$ cat src/rtl/weighted_lock_rr_arbiter_pkg.sv
// Shared definitions for the weighted, lockable round-robin arbiter.
//   idx_width()     : index width that stays >= 1 even for tiny N
//   onehot_to_idx() : binary index of a one-hot (or zero) vector
//   rotl1_oh()      : circular rotate-left-by-one over the low n bits
//   upd_kind_e      : decoded kind of update applied at the next edge
// Vectors are passed at MAX_N width so the helpers serve any arbiter
// size up to MAX_N; callers zero-extend in and truncate out.
package weighted_lock_rr_arbiter_pkg;

  localparam int MAX_N = 64;

  typedef enum logic [1:0] {
    UPD_IDLE      = 2'd0,  // no accepted grant this cycle
    UPD_LOCK_BEAT = 2'd1,  // accepted beat that keeps ownership
    UPD_ACCEPT    = 2'd2   // single accept or last beat of a burst
  } upd_kind_e;

  function automatic int idx_width(input int n);
    return (n < 2) ? 1 : $clog2(n);
  endfunction

  // OR-encoding: exact for one-hot input, 0 for an all-zero vector.
  function automatic int onehot_to_idx(input logic [MAX_N-1:0] v);
    int idx;
    idx = 0;
    for (int i = 0; i < MAX_N; i++) begin
      if (v[i]) idx = idx | i;
    end
    return idx;
  endfunction

  // Bit i moves to bit (i+1) mod n; bits at or above n are dropped.
  function automatic logic [MAX_N-1:0] rotl1_oh(input logic [MAX_N-1:0] v,
                                                input int n);
    logic [MAX_N-1:0] r;
    r = '0;
    for (int i = 0; i < MAX_N; i++) begin
      if (i < n) r[(i + 1) % n] = v[i];
    end
    return r;
  endfunction

endpackage

$ cat src/rtl/weighted_lock_rr_arbiter_if.sv
// Request/grant bundle of the weighted, lockable round-robin arbiter.
//   req_bitmap_i  : one request bit per requester
//   weight_i      : packed per-requester weights, field k at [k*WEIGHT_W +: WEIGHT_W]
//   lock_i        : qualifies update_en_i; accepted beat is not the last
//   update_en_i   : current grant accepted this cycle
//   grant_oh_o    : one-hot grant (zero when nothing requests)
//   grant_idx_o   : binary grant index (0 when no grant)
//   grant_valid_o : a grant is presented
//   locked_o      : lock register state
// Handshake: grant_valid_o acts as "valid" and update_en_i as "ready";
// a grant is consumed exactly on a cycle where both are high, and
// update_en_i with grant_valid_o low has no effect. The grant is
// combinational, so the consumer may sample it and accept in the same cycle.
// master = requester/consumer side, slave = arbiter side.
interface weighted_lock_rr_arbiter_if
  import weighted_lock_rr_arbiter_pkg::*;
#(
  parameter int NUM_REQUESTERS = 4,
  parameter int WEIGHT_W       = 4
) ();
  localparam int IDX_W = idx_width(NUM_REQUESTERS);

  logic [NUM_REQUESTERS-1:0]          req_bitmap_i;
  logic [NUM_REQUESTERS*WEIGHT_W-1:0] weight_i;
  logic                               lock_i;
  logic                               update_en_i;
  logic [NUM_REQUESTERS-1:0]          grant_oh_o;
  logic [IDX_W-1:0]                   grant_idx_o;
  logic                               grant_valid_o;
  logic                               locked_o;

  modport master (
    output req_bitmap_i, weight_i, lock_i, update_en_i,
    input  grant_oh_o, grant_idx_o, grant_valid_o, locked_o
  );

  modport slave (
    input  req_bitmap_i, weight_i, lock_i, update_en_i,
    output grant_oh_o, grant_idx_o, grant_valid_o, locked_o
  );
endinterface

$ cat src/rtl/weighted_lock_rr_arbiter_rr_priority_pick.sv
// Combinational round-robin pick: returns the first set request bit at or
// above the one-hot priority position, wrapping circularly.
//   req      : request vector
//   prio_oh  : one-hot priority pointer
//   grant_oh : one-hot grant, zero when req is zero
// Doubled-request trick: subtracting prio_oh from {req, req} clears the
// lowest set bit at or above the pointer and sets the bits below it, so
// dbl & ~diff isolates that bit; the two halves are folded back together.
module rr_priority_pick
  import weighted_lock_rr_arbiter_pkg::*;
#(
  parameter int N = 4
) (
  input  logic [N-1:0] req,
  input  logic [N-1:0] prio_oh,
  output logic [N-1:0] grant_oh
);
  logic [2*N-1:0] dbl;
  logic [2*N-1:0] diff;
  logic [2*N-1:0] masked;

  always_comb begin
    dbl      = {req, req};
    diff     = dbl - {{N{1'b0}}, prio_oh};
    masked   = dbl & ~diff;
    grant_oh = masked[N-1:0] | masked[2*N-1:N];
  end
endmodule

$ cat src/rtl/weighted_lock_rr_arbiter.sv
// Weighted round-robin arbiter with grant locking for multi-beat transfers.
//   clk : clock, rising edge
//   rst : asynchronous active-high reset
//   bus : weighted_lock_rr_arbiter_if.slave (requests, weights, lock and
//         accept in; one-hot/index/valid grant and lock state out)
// A requester at the priority position may take weight+1 consecutive
// accepted grants before priority rotates. While locked on an owner that
// still requests, the grant stays on that owner; locked beats spend no credit
// and the burst counts as one accept when its last beat is taken.
module weighted_lock_rr_arbiter
  import weighted_lock_rr_arbiter_pkg::*;
#(
  parameter int NUM_REQUESTERS = 4,
  parameter int WEIGHT_W       = 4
) (
  input  logic                      clk,
  input  logic                      rst,
  weighted_lock_rr_arbiter_if.slave bus
);
  localparam int N     = NUM_REQUESTERS;
  localparam int IDX_W = idx_width(N);
  localparam logic [N-1:0] ONE_OH = {{(N-1){1'b0}}, 1'b1};

  // State
  logic [N-1:0]        prio_oh,    prio_oh_n;
  logic [WEIGHT_W-1:0] credit_cnt, credit_n;
  logic                locked,     locked_n;
  logic [IDX_W-1:0]    lock_idx,   lock_idx_n;

  // Datapath
  logic [N-1:0]        req;
  logic [N-1:0]        rr_grant_oh;
  logic [N-1:0]        grant_oh;
  logic [IDX_W-1:0]    grant_idx;
  logic [IDX_W-1:0]    prio_idx;
  logic                grant_valid;
  logic                lock_hold;
  logic                accept;
  logic [WEIGHT_W-1:0] w;
  upd_kind_e           upd_kind;

  assign req = bus.req_bitmap_i;

  rr_priority_pick #(.N(N)) u_pick (
    .req      (req),
    .prio_oh  (prio_oh),
    .grant_oh (rr_grant_oh)
  );

  // A lock only holds while its owner keeps requesting; once the owner
  // drops, selection falls back to round robin in the same cycle.
  assign lock_hold   = locked & req[lock_idx];
  assign grant_oh    = lock_hold ? (ONE_OH << lock_idx) : rr_grant_oh;
  assign grant_valid = |grant_oh;
  assign grant_idx   = IDX_W'(onehot_to_idx(MAX_N'(grant_oh)));
  assign prio_idx    = IDX_W'(onehot_to_idx(MAX_N'(prio_oh)));
  assign accept      = bus.update_en_i & grant_valid;
  assign w           = bus.weight_i[int'(grant_idx)*WEIGHT_W +: WEIGHT_W];

  always_comb begin
    upd_kind   = UPD_IDLE;
    prio_oh_n  = prio_oh;
    credit_n   = credit_cnt;
    locked_n   = lock_hold;   // abandoned lock clears on the next edge
    lock_idx_n = lock_idx;

    if (accept) begin
      upd_kind = bus.lock_i ? UPD_LOCK_BEAT : UPD_ACCEPT;
    end

    case (upd_kind)
      UPD_LOCK_BEAT: begin
        locked_n   = 1'b1;
        lock_idx_n = grant_idx;
      end
      UPD_ACCEPT: begin
        locked_n = 1'b0;
        if (grant_idx == prio_idx) begin
          // >= so a weight lowered under the running count rotates at once
          if (credit_cnt >= w) begin
            credit_n  = '0;
            prio_oh_n = N'(rotl1_oh(MAX_N'(prio_oh), N));
          end else begin
            credit_n = credit_cnt + WEIGHT_W'(1);
          end
        end else if (w == '0) begin
          // priority holder was idle: winner takes its single turn
          credit_n  = '0;
          prio_oh_n = N'(rotl1_oh(MAX_N'(grant_oh), N));
        end else begin
          // winner becomes priority holder with this accept already counted
          credit_n  = WEIGHT_W'(1);
          prio_oh_n = grant_oh;
        end
      end
      default: ;
    endcase
  end

  always_ff @(posedge clk or posedge rst) begin
    if (rst) begin
      prio_oh    <= ONE_OH;
      credit_cnt <= '0;
      locked     <= 1'b0;
      lock_idx   <= '0;
    end else begin
      prio_oh    <= prio_oh_n;
      credit_cnt <= credit_n;
      locked     <= locked_n;
      lock_idx   <= lock_idx_n;
    end
  end

  assign bus.grant_oh_o    = grant_oh;
  assign bus.grant_idx_o   = grant_idx;
  assign bus.grant_valid_o = grant_valid;
  assign bus.locked_o      = locked;

`ifdef SIMULATION
  a_grant_onehot0: assert property (@(posedge clk) disable iff (rst)
    $onehot0(grant_oh));
  a_grant_subset: assert property (@(posedge clk) disable iff (rst)
    ((grant_oh & ~req) == '0));
  a_prio_onehot: assert property (@(posedge clk) disable iff (rst)
    $onehot(prio_oh));
`endif

endmodule

$ cat src/flat_wrapper.sv
// flat-port wrapper written by rule: the top's interface ports become plain ports
module weighted_lock_rr_arbiter_flat import weighted_lock_rr_arbiter_pkg::*;
#(
  parameter int NUM_REQUESTERS = 4,
  parameter int WEIGHT_W       = 4
)
  (clk, rst, bus_req_bitmap_i, bus_weight_i, bus_lock_i, bus_update_en_i, bus_grant_oh_o, bus_grant_idx_o, bus_grant_valid_o, bus_locked_o);
  weighted_lock_rr_arbiter_if #(.NUM_REQUESTERS(NUM_REQUESTERS), .WEIGHT_W(WEIGHT_W)) bus_i ();
  input  logic clk;
  input  logic rst;
  input wire logic [$bits(bus_i.req_bitmap_i)-1:0] bus_req_bitmap_i;
  input wire logic [$bits(bus_i.weight_i)-1:0] bus_weight_i;
  input wire logic [$bits(bus_i.lock_i)-1:0] bus_lock_i;
  input wire logic [$bits(bus_i.update_en_i)-1:0] bus_update_en_i;
  output wire logic [$bits(bus_i.grant_oh_o)-1:0] bus_grant_oh_o;
  output wire logic [$bits(bus_i.grant_idx_o)-1:0] bus_grant_idx_o;
  output wire logic [$bits(bus_i.grant_valid_o)-1:0] bus_grant_valid_o;
  output wire logic [$bits(bus_i.locked_o)-1:0] bus_locked_o;
  assign bus_i.req_bitmap_i = bus_req_bitmap_i;
  assign bus_i.weight_i = bus_weight_i;
  assign bus_i.lock_i = bus_lock_i;
  assign bus_i.update_en_i = bus_update_en_i;
  assign bus_grant_oh_o = bus_i.grant_oh_o;
  assign bus_grant_idx_o = bus_i.grant_idx_o;
  assign bus_grant_valid_o = bus_i.grant_valid_o;
  assign bus_locked_o = bus_i.locked_o;
  weighted_lock_rr_arbiter #(.NUM_REQUESTERS(NUM_REQUESTERS), .WEIGHT_W(WEIGHT_W)) u_core (.clk(clk), .rst(rst), .bus(bus_i));
endmodule
$ cat config.mk
export PLATFORM = sky130hd
export DESIGN_NAME = weighted_lock_rr_arbiter_flat
export DESIGN_NICKNAME = d
export VERILOG_FILES = /design/src/rtl/weighted_lock_rr_arbiter_pkg.sv /design/src/rtl/weighted_lock_rr_arbiter_if.sv /design/src/rtl/weighted_lock_rr_arbiter_rr_priority_pick.sv /design/src/rtl/weighted_lock_rr_arbiter.sv /design/src/flat_wrapper.sv
export SDC_FILE = /design/constraint.sdc
export NUM_CORES = 1
export LEC_CHECK = 0
export ABC_CLOCK_PERIOD_IN_PS = 12320
export BUFFER_PORTS_ARGS = -buffer_cell sky130_fd_sc_hd__buf_2
export CORE_UTILIZATION = 57
export DETAILED_ROUTE_END_ITERATION = 7
export GPL_TIMING_DRIVEN = 0
export MAX_ROUTING_LAYER = met4
export PLACE_DENSITY_LB_ADDON = 0.08
export SLEW_MARGIN = 15
export SYNTH_ARGS = -nofsm -noshare
export SYNTH_HDL_FRONTEND = slang
export SYNTH_SLANG_ARGS = --single-unit
$ cat constraint.sdc
create_clock -name clk -period 12.32 [get_ports clk]
set_clock_uncertainty 0.15 [all_clocks]
set_input_delay 2.464 -clock clk [delete_from_list [all_inputs] [get_ports clk]]
set_output_delay 2.464 -clock clk [all_outputs]
set_load 0.1 [all_outputs]
### Yosys cells after proc, flatten, opt, wreduce, memory -nomap -nowiden

Index checks and enable logic that the tools add are counted.

| storage, ports and cells | value |
|---|---|
| RAM bits | 0 |
| memories | 0 |
| output and inout bits | 8 |
| flip-flop bits (word level) | 11 |
| bits in read-only memories | 0 |
| latch bits | 0 |
| word-level logic and storage cells | 40 |

| cells by class | value |
|---|---|
| order comparisons | 2 |
| muxes and demuxes | 18 |
| $mul | 0 |
| bitwise gates (word level) | 5 |
| shift operators | 2 |
| div/mod/pow operators | 0 |
| reduce and logical (&&, ||, !) cells | 3 |
| add/subtract/negate cells | 2 |
| eq/ne operators | 4 |

Operators by type and width:

| operator | count |
|---|---|
| 2-to-1 mux 4 bit | 6 |
| indexed part select 16 x 5 -> 4 bit | 1 |
| 2-to-1 mux 2 bit | 6 |
| bitwise AND 8 bit | 1 |
| inverter 8 bit | 1 |
| subtractor 8 x 4 -> 8 bit | 1 |
| adder 4 x 1 -> 4 bit, second input constant | 1 |
| >= comparator 4 bit | 1 |
| logical NOT 4 bit | 1 |
| 2-to-1 mux 1 bit | 4 |
| OR 4 bit | 1 |
| OR reduction 4 bit | 1 |
| left shift 1 x 2 -> 4 bit, first input constant | 1 |
| < comparator 2 x 3 -> 1 bit, second input constant | 1 |
| bitwise AND 1 bit | 2 |
| binary-select mux 1 bit (select 2 bit) | 1 |
| equality test 2 x 1 -> 1 bit, second input constant | 1 |
| equality test 2 bit | 1 |
| equality test 2 bit, second input constant | 1 |
| inequality test 2 bit, second input constant | 1 |
| case mux 1 bit (2 select lines) | 1 |
| AND reduction 2 bit | 1 |

### Depth between registers and ports, before layout

Gate-level depths: netlist of the first run.

| logic depth | value |
|---|---|
| word-level depth | 12 |
| mapped depth | 19 |
| depth with buffers taken out | 19 |

### Cells and area by module

A second synthesis of the first run with hierarchy kept.

| unflattened totals | value |
|---|---|
| cells, all modules | 194 |
| area, all modules | 1542.7 um^2 |

By module, submodules not included:

| module | times used | area an instance (um^2) | cells an instance |
|---|---|---|---|
| weighted_lock_rr_arbiter | 1 | 1356.3 | 170 |
| rr_priority_pick | 1 | 186.4 | 24 |

### Worst setup path after synthesis of the first run

Ideal clock, no wire load.

| timing | value |
|---|---|
| kind | input to output |
| start | in bus_req_bitmap_i[0] |
| end | out bus_grant_valid_o |
| arrival | 5.798 ns |
| path slack | 3.908 ns |
| cell stages on the path | 5 |
| required time | 9.706 ns |
| path buffers | 1 |
| path through | mux2_4 nand2_1 o31ai_1 or3_1 buf_2 |

| between the ends | value |
|---|---|
| word-level cells in the longest chain between the ends | 6 |
| elaborated cells between the ends (all ways) | 9 |
| classes of those cells | add/sub: 1; mux: 3; bitwise: 4; reduce/logical: 1 |

RTL lines:

| element | RTL line | RTL |
|---|---|---|
| start: declaration | flat_wrapper.sv:11 | `input wire logic [$bits(bus_i.req_bitmap_i)-1:0] bus_req_bitmap_i;` |
| subtractor 8 x 4 -> 8 bit | weighted_lock_rr_arbiter_rr_priority_pick.sv:24 | `diff = dbl - {{N{1'b0}}, prio_oh};` |
| inverter 8 bit | weighted_lock_rr_arbiter_rr_priority_pick.sv:25 | `masked = dbl & ~diff;` |
| bitwise AND 8 bit | weighted_lock_rr_arbiter_rr_priority_pick.sv:25 |  |
| OR 4 bit | weighted_lock_rr_arbiter_rr_priority_pick.sv:26 | `grant_oh = masked[N-1:0] \| masked[2*N-1:N];` |
| 2-to-1 mux 4 bit * | weighted_lock_rr_arbiter.sv:53 | `assign grant_oh = lock_hold ? (ONE_OH << lock_idx) : rr_grant_oh;` |
| net bus_grant_oh_o[0] | flat_wrapper.sv:15 | `output wire logic [$bits(bus_i.grant_oh_o)-1:0] bus_grant_oh_o;` |
| OR reduction 4 bit * | weighted_lock_rr_arbiter.sv:54 | `assign grant_valid = \|grant_oh;` |
| end: declaration | flat_wrapper.sv:17 | `output wire logic [$bits(bus_i.grant_valid_o)-1:0] bus_grant_valid_o;` |

The timed path passes the listed nets; every way through them passes the cells marked *. The select of a mux whose other input is x is not followed.

### Worst setup path after layout of the first run

| timing | value |
|---|---|
| start | in bus_req_bitmap_i[1] |
| end | out bus_grant_valid_o |

| between the ends | value |
|---|---|
| word-level cells in the longest chain between the ends | 6 |
| elaborated cells between the ends (all ways) | 9 |
| classes of those cells | add/sub: 1; mux: 3; bitwise: 4; reduce/logical: 1 |

RTL lines:

| element | RTL line |
|---|---|
| subtractor 8 x 4 -> 8 bit | weighted_lock_rr_arbiter_rr_priority_pick.sv:24 |
| inverter 8 bit | weighted_lock_rr_arbiter_rr_priority_pick.sv:25 |
| bitwise AND 8 bit | weighted_lock_rr_arbiter_rr_priority_pick.sv:25 |
| OR 4 bit | weighted_lock_rr_arbiter_rr_priority_pick.sv:26 |
| 2-to-1 mux 4 bit * | weighted_lock_rr_arbiter.sv:53 |
| OR reduction 4 bit * | weighted_lock_rr_arbiter.sv:54 |

Mark *: on every way between the ends. The rest lies on a longest branch, timed or not. The select of a mux whose other input is x is not followed.

==> impl_metrics.py, run 1 <==
metrics = {
    "outcome": {
        "status": "complete, no violations",
    },
    "clock_tree": {
        "ctsHtreeMaxLevel": 1,
        "clk_pin_slew_ns": 0.06,
        "cts_root_buf": "clkbuf_4",
        "cts_tree": "done",
        "cts_buffers": 3,
        "postCtsHoldBufs": 0,
        "cts.sinks": 11,
        "cts_setup_buffers": 0,
        "clk_latency_ns": 0.26,
        "clockBufferDepth": 2,
        "cts_resized": 0,
    },
    "final_layout": {
        "fillerInstances": 169,
        "fin_nets": 209,
        "layout-drive-gt1-share": 0.337,
        "diodes": 0,
        "synthToLayoutAreaGrowth_pct": 17.3,
    },
    "timing": {
        "rsz0062_at_grt": "no",
        "hold_slack_ns": 0.409,
        "drv_slew": 0,
        "fmax_mhz": 132,
        "relSlewSlack": 0.608,
        "timing.final.crit_share": 0.615,
        "hold_violations": 0,
        "worst_pin_slew_ns": 0.589,
        "final-setup-viol-count": 0,
        "tns_ns": 0,
        "setup_ws_ns": 4.74,
        "fin_crit_ns": 7.58,
    },
    "logic_synthesis": {
        "synth_nets": 173,
        "netlist_instances": 140,
        "synthFlopType": "dfrtp_1",
        "synth_top_area_frac": 0.201,
        "avgSynthCellArea_um2": 8.91,
        "synthArstFlopShare": 1.00,
        "ys_seq_area_frac": 0.222,
        "synthDistinctLibCells": 50,
        "synth_edf_count": 0,
        "synth_top_area_cell": "dfrtp_1",
        "synth.most_common_cell": "nand2_1",
        "synth_seq_cells": 11,
        "synth_area_um2": 1250,
        "synth.area.top_cells": "dfrtp_1 20%, ha_1 8.0%, a221o_1 4.8%, mux2_2 4.5%, nand2_1 4.2%",
        "yosysWarnings": 0,
        "synth.top_cells.by_count": "14 x nand2_1, 10 x dfrtp_1, 10 x inv_1",
    },
    "place": {
        "dp_hpwl_mm": 2.60,
        "port-buffer-count": 31,
        "gp_congestion": 0.933,
        "dpl_worst_slack_ns": 4.81,
    },
    "floorplan": {
        "core_area_um2": 2000,
        "io_pins": 32,
        "die_x_um": 48.8,
        "die_height_um": 48.8,
        "dieArea_um2": 2380,
        "row_count": 16,
        "initial_core_util": 0.623,
    },
    "run": {
        "cap_violations": 0,
    },
    "global_route": {
        "track_usage": 0.297,
        "grt_pass1_vias": 1244,
        "grt.overflow.total": 0,
        "antenna_found_initial": 0,
        "grt_max_degree": 12,
        "grt_pass1_wl_mm": 5.44,
    },
    "drt": {
        "drt-initial-drc-count": 40,
        "vias": 1250,
        "dr.pass1.iters": 4,
        "drt-total-wl_mm": 3.17,
        "wire_per_inst_um": 15.7,
        "drc": 0,
        "antenna_left": 0,
        "via_per_inst": 6.19,
    },
    "setup_path": {
        "start_kind": "input pin",
        "required_ns": 9.71,
        "rr_startpoint": "u_core.prio_oh[0]",
        "endpoint_kind": "primary output",
        "critPathMaxFanout": 6,
        "critPathKind": "input pin to primary output",
        "crit_start": "bus_req_bitmap_i[1]",
        "arrival_ns": 4.96,
    },
    "min_path": {
        "hold_class": "flip-flop to flip-flop",
        "hp-start": "u_core.credit_cnt[3]",
    },
}
flip-flops by register name (all words and copies together) (netlist names):
register	flops
u_core.lock_idx	2
u_core.credit_cnt	4
u_core.prio_oh	4
u_core.bus.locked_o	1
layer usage:
layer  vias to the layer above  share of wire  global-route usage
met2                        50           0.49               0.507
met4                         0         0.0073              0.0882
met5                         -              0                   -
met3                         4          0.056              0.0312
met1                       585           0.45               0.371
li1                        611              -                   -
cell usage in the layout (no fill, tap or decap), types with 3 or more instances in the layout:
| cell type | Yosys | layout |
|---|---|---|
| buf_2 | 1 | 32 |
| nand2_1 | 14 | 14 |
| inv_1 | 10 | 10 |
| dfrtp_1 | 10 | 10 |
| a21oi_1 | 9 | 9 |
| o21ai_0 | 8 | 8 |
| ha_1 | 8 | 8 |
| a221o_1 | 6 | 6 |
| nor2_1 | 5 | 5 |
| mux2_2 | 5 | 5 |
| nor3_1 | 5 | 5 |
| nor2b_1 | 4 | 4 |
| and2_1 | 3 | 3 |
| o21a_1 | 3 | 3 |
| nand2b_1 | 3 | 3 |
| nand3_1 | 3 | 3 |
| clkbuf_4 | 0 | 3 |
layout make-up:
| class | count | area [µm²] | area share |
|---|---|---|---|
| buffer | 2 | 16.3 | 0.0111 |
| clock buffer | 4 | 26.3 | 0.0180 |
| inverter | 11 | 41.3 | 0.0282 |
| multi-input combinational | 116 | 913 | 0.624 |
| sequential | 11 | 277 | 0.189 |
| tap | 27 | 33.8 | 0.0231 |
| timing repair buffer | 31 | 155 | 0.106 |
metrics by stage:
| stage | cell area (µm²) | cells | utilization |
|---|---|---|---|
| 2_1_floorplan | 1250 | 140 | - |
| 3_3_place_gp | 1440 | 198 | 0.718 |
| 3_5_place_dp | 1440 | 198 | 0.718 |
| 4_1_cts | 1460 | 202 | 0.731 |
| 5_1_grt | 1460 | 202 | 0.731 |
| 6_report | 1460 | 202 | 0.731 |
worst paths after layout:
path                            cells after the start  slack [ns]                    to
worst max-delay path                               11        4.74     bus_grant_valid_o
worst min-delay path                                2        0.41  u_core.credit_cnt[3]
worst max register to register                     17        7.93     u_core.prio_oh[3]
worst min register to register                      2        0.41  u_core.credit_cnt[3]
max in group asynchronous                           2        9.67     u_core.prio_oh[0]
min in group asynchronous                           2        2.03    u_core.lock_idx[0]
cell families (layout without fill, tap and decap cells):
group	count (synthesis)	count (layout)	share of synthesized area
fa+ha+maj	9	9	0.0963
compound gates	48	48	0.319
xor+xnor	2	2	0.0140
buf+inv	13	48	0.0461
simple gates	48	48	0.208
flops	11	11	0.222
mux	9	9	0.0953
critical path: stages:
cell and delay (ns):
buf_2 0.14, inv_1 0.09, fa_1 0.46, xor2_1 0.17
o21ai_0 0.31, mux2i_1 0.21, a21oi_2 0.20, inv_2 0.09
or3_1 0.37, buf_2 0.15, buf_2 0.29
Power of run 1 is left out: the tool's default activity adds up to more than one toggle a clock period on the data nets, which glitch-free logic cannot reach.
==> run 2, diff against run 1 <==
ABC_CLOCK_PERIOD_IN_PS = 7800   (was 12320)
CORE_UTILIZATION = 53   (was 57)
clock period = 7.8 ns   (was 12.32 ns; I/O delays follow)
==> run 2 against run 1 <==
Effect of this change: critical path depth unchanged; utilization down 6.9 points; setup slack worse by 2.8 ns; largest cell class unchanged; highest routed layer unchanged.
==> impl_metrics.py, run 2 (synthesized netlist as in run 1, its figures left out) <==
metrics = {
    "timing": {
        "fmax_mhz": 172,
        "tns_ns": 0,
        "timing.final.crit_share": 0.745,
        "relSlewSlack": 0.584,
        "final-setup-viol-count": 0,
        "worst_pin_slew_ns": 0.624,
        "rsz0062_at_grt": "no",
        "fin_crit_ns": 5.81,
        "hold_violations": 0,
        "drv_slew": 0,
    },
    "drt": {
        "via_per_inst": 6.29,
        "drt-total-wl_mm": 3.21,
        "wire_per_inst_um": 15.8,
        "dr.pass1.iters": 4,
        "drc": 0,
        "drt-initial-drc-count": 41,
        "vias": 1277,
        "antenna_left": 0,
    },
    "setup_path": {
        "endpoint_kind": "primary output",
        "critPathMaxStageDelay_ns": 0.45,
        "r2r-end": "u_core.prio_oh[3]",
        "critPathMaxFanout": 6,
        "start_kind": "input pin",
        "crit_slowest_cell": "fa_1",
        "regToRegSetupSlack_ns": 3.31,
        "rr_startpoint": "u_core.prio_oh[0]",
        "cpMostUsedCell": "buf_2",
        "arrival_ns": 4.10,
        "rr_worst_depth": 17,
        "cp_cell_sequence": "buf_2 > inv_1 > fa_1 > xor2_1 > o21ai_0 > mux2i_1 > a21oi_2 > inv_2 > or3_1 > buf_2 > buf_2",
        "critPathKind": "input pin to primary output",
        "cp_top_family": "buffers and inverters",
        "required_ns": 6.09,
        "crit_buf_inv": 5,
    },
    "place": {
        "gp_congestion": 0.970,
        "dp_hpwl_mm": 2.55,
        "port-buffer-count": 31,
    },
    "clock_tree": {
        "ctsHtreeMaxLevel": 1,
        "cts_tree": "done",
        "clockBufferDepth": 2,
        "postCtsHoldBufs": 0,
        "clk_pin_slew_ns": 0.07,
        "cts_resized": 0,
        "cts_setup_buffers": 0,
        "cts_buffers": 3,
        "cts_root_buf": "clkbuf_4",
        "cts.sinks": 11,
        "clk_latency_ns": 0.27,
    },
    "floorplan": {
        "initial_core_util": 0.564,
        "core_area_um2": 2210,
        "die_height_um": 50.5,
        "io_pins": 32,
        "die_x_um": 50.5,
        "dieArea_um2": 2550,
        "row_count": 17,
    },
    "global_route": {
        "grt.overflow.total": 0,
        "track_usage": 0.297,
        "grt_max_degree": 12,
        "antenna_found_initial": 0,
        "grt_pass1_wl_mm": 5.59,
        "grt_pass1_vias": 1244,
    },
    "min_path": {
        "hold_class": "flip-flop to flip-flop",
        "hold_end": "u_core.prio_oh[3]",
        "hp-start": "u_core.prio_oh[2]",
        "whs_path_depth": 1,
    },
    "final_layout": {
        "final_cell_mix": "32 x buf_2, 14 x nand2_1, 10 x inv_1, 10 x dfrtp_1, 9 x a21oi_1",
        "diodes": 0,
        "synthToLayoutAreaGrowth_pct": 17.4,
        "layout_commonest_cell": "buf_2",
        "fillerInstances": 199,
        "fin_nets": 209,
        "layout-drive-gt1-share": 0.337,
        "reg_top3": "u_core.credit_cnt (4), u_core.prio_oh (4), u_core.lock_idx (2)",
    },
    "run": {
        "cap_violations": 0,
    },
    "outcome": {
        "status": "complete, no violations",
    },
}
-- run 2: worst max path at each step --
stage / startpoint / to / slack (ns) / cells after the start
4_1_cts: bus_req_bitmap_i[1] / bus_grant_valid_o / 1.99 / 11
5_1_grt: bus_req_bitmap_i[1] / bus_grant_valid_o / 1.85 / 11
6_report: bus_req_bitmap_i[1] / bus_grant_valid_o / 1.99 / 11
3_5_place_dp: bus_req_bitmap_i[1] / bus_grant_valid_o / 2.00 / 11
2_1_floorplan: bus_req_bitmap_i[0] / bus_grant_valid_o / 1.20 / 5
3_3_place_gp: bus_req_bitmap_i[1] / bus_grant_valid_o / 2.08 / 11
-- run 2: per-stage QoR --
| step | cells | util | area (µm²) | hold WS [ns] | setup slack [ns] |
|---|---|---|---|---|---|
| 3_5_place_dp | 199 | 0.650 | 1440 | 0.401 | 2.00 |
| 6_report | 203 | 0.662 | 1460 | 0.419 | 1.99 |
| 4_1_cts | 203 | 0.662 | 1460 | 0.417 | 1.99 |
| 2_1_floorplan | 140 | - | 1250 | 0.349 | 1.20 |
| 5_1_grt | 203 | 0.662 | 1460 | 0.443 | 1.85 |
| 3_3_place_gp | 199 | 0.650 | 1440 | 0.379 | 2.08 |
-- run 2: worst register-to-register path: cells and delay by family (launching register included) --
family,cells,cell delay (ns)
adder cells (fa/ha/maj),2,0.73
flip-flops,1,0.56
buffers and inverters,2,0.19
AND/OR/NAND/NOR,5,0.76
AO/OA/AOI/OAI,8,2.01
-- run 2: layer usage --
layer	vias up	routed length, µm	track usage	share of wire
met5	-	0	-	0
li1	604	-	-	-
met1	592	1430	0.381	0.44
met4	0	7	0.0787	0.0022
met3	2	280	0.0455	0.087
met2	79	1490	0.487	0.47
-- run 2: area by class of cell --
class / instances / area [µm²] / area share
clock buffers: 4 / 26.3 / 0.0179
repair buffers: 31 / 155 / 0.106
well taps: 28 / 35.0 / 0.0239
inverters: 11 / 41.3 / 0.0282
multi-input cells: 116 / 913 / 0.624
flip-flops and latches: 11 / 277 / 0.189
plain buffers: 2 / 16.3 / 0.0111
Power of run 2 is left out for the same reason.
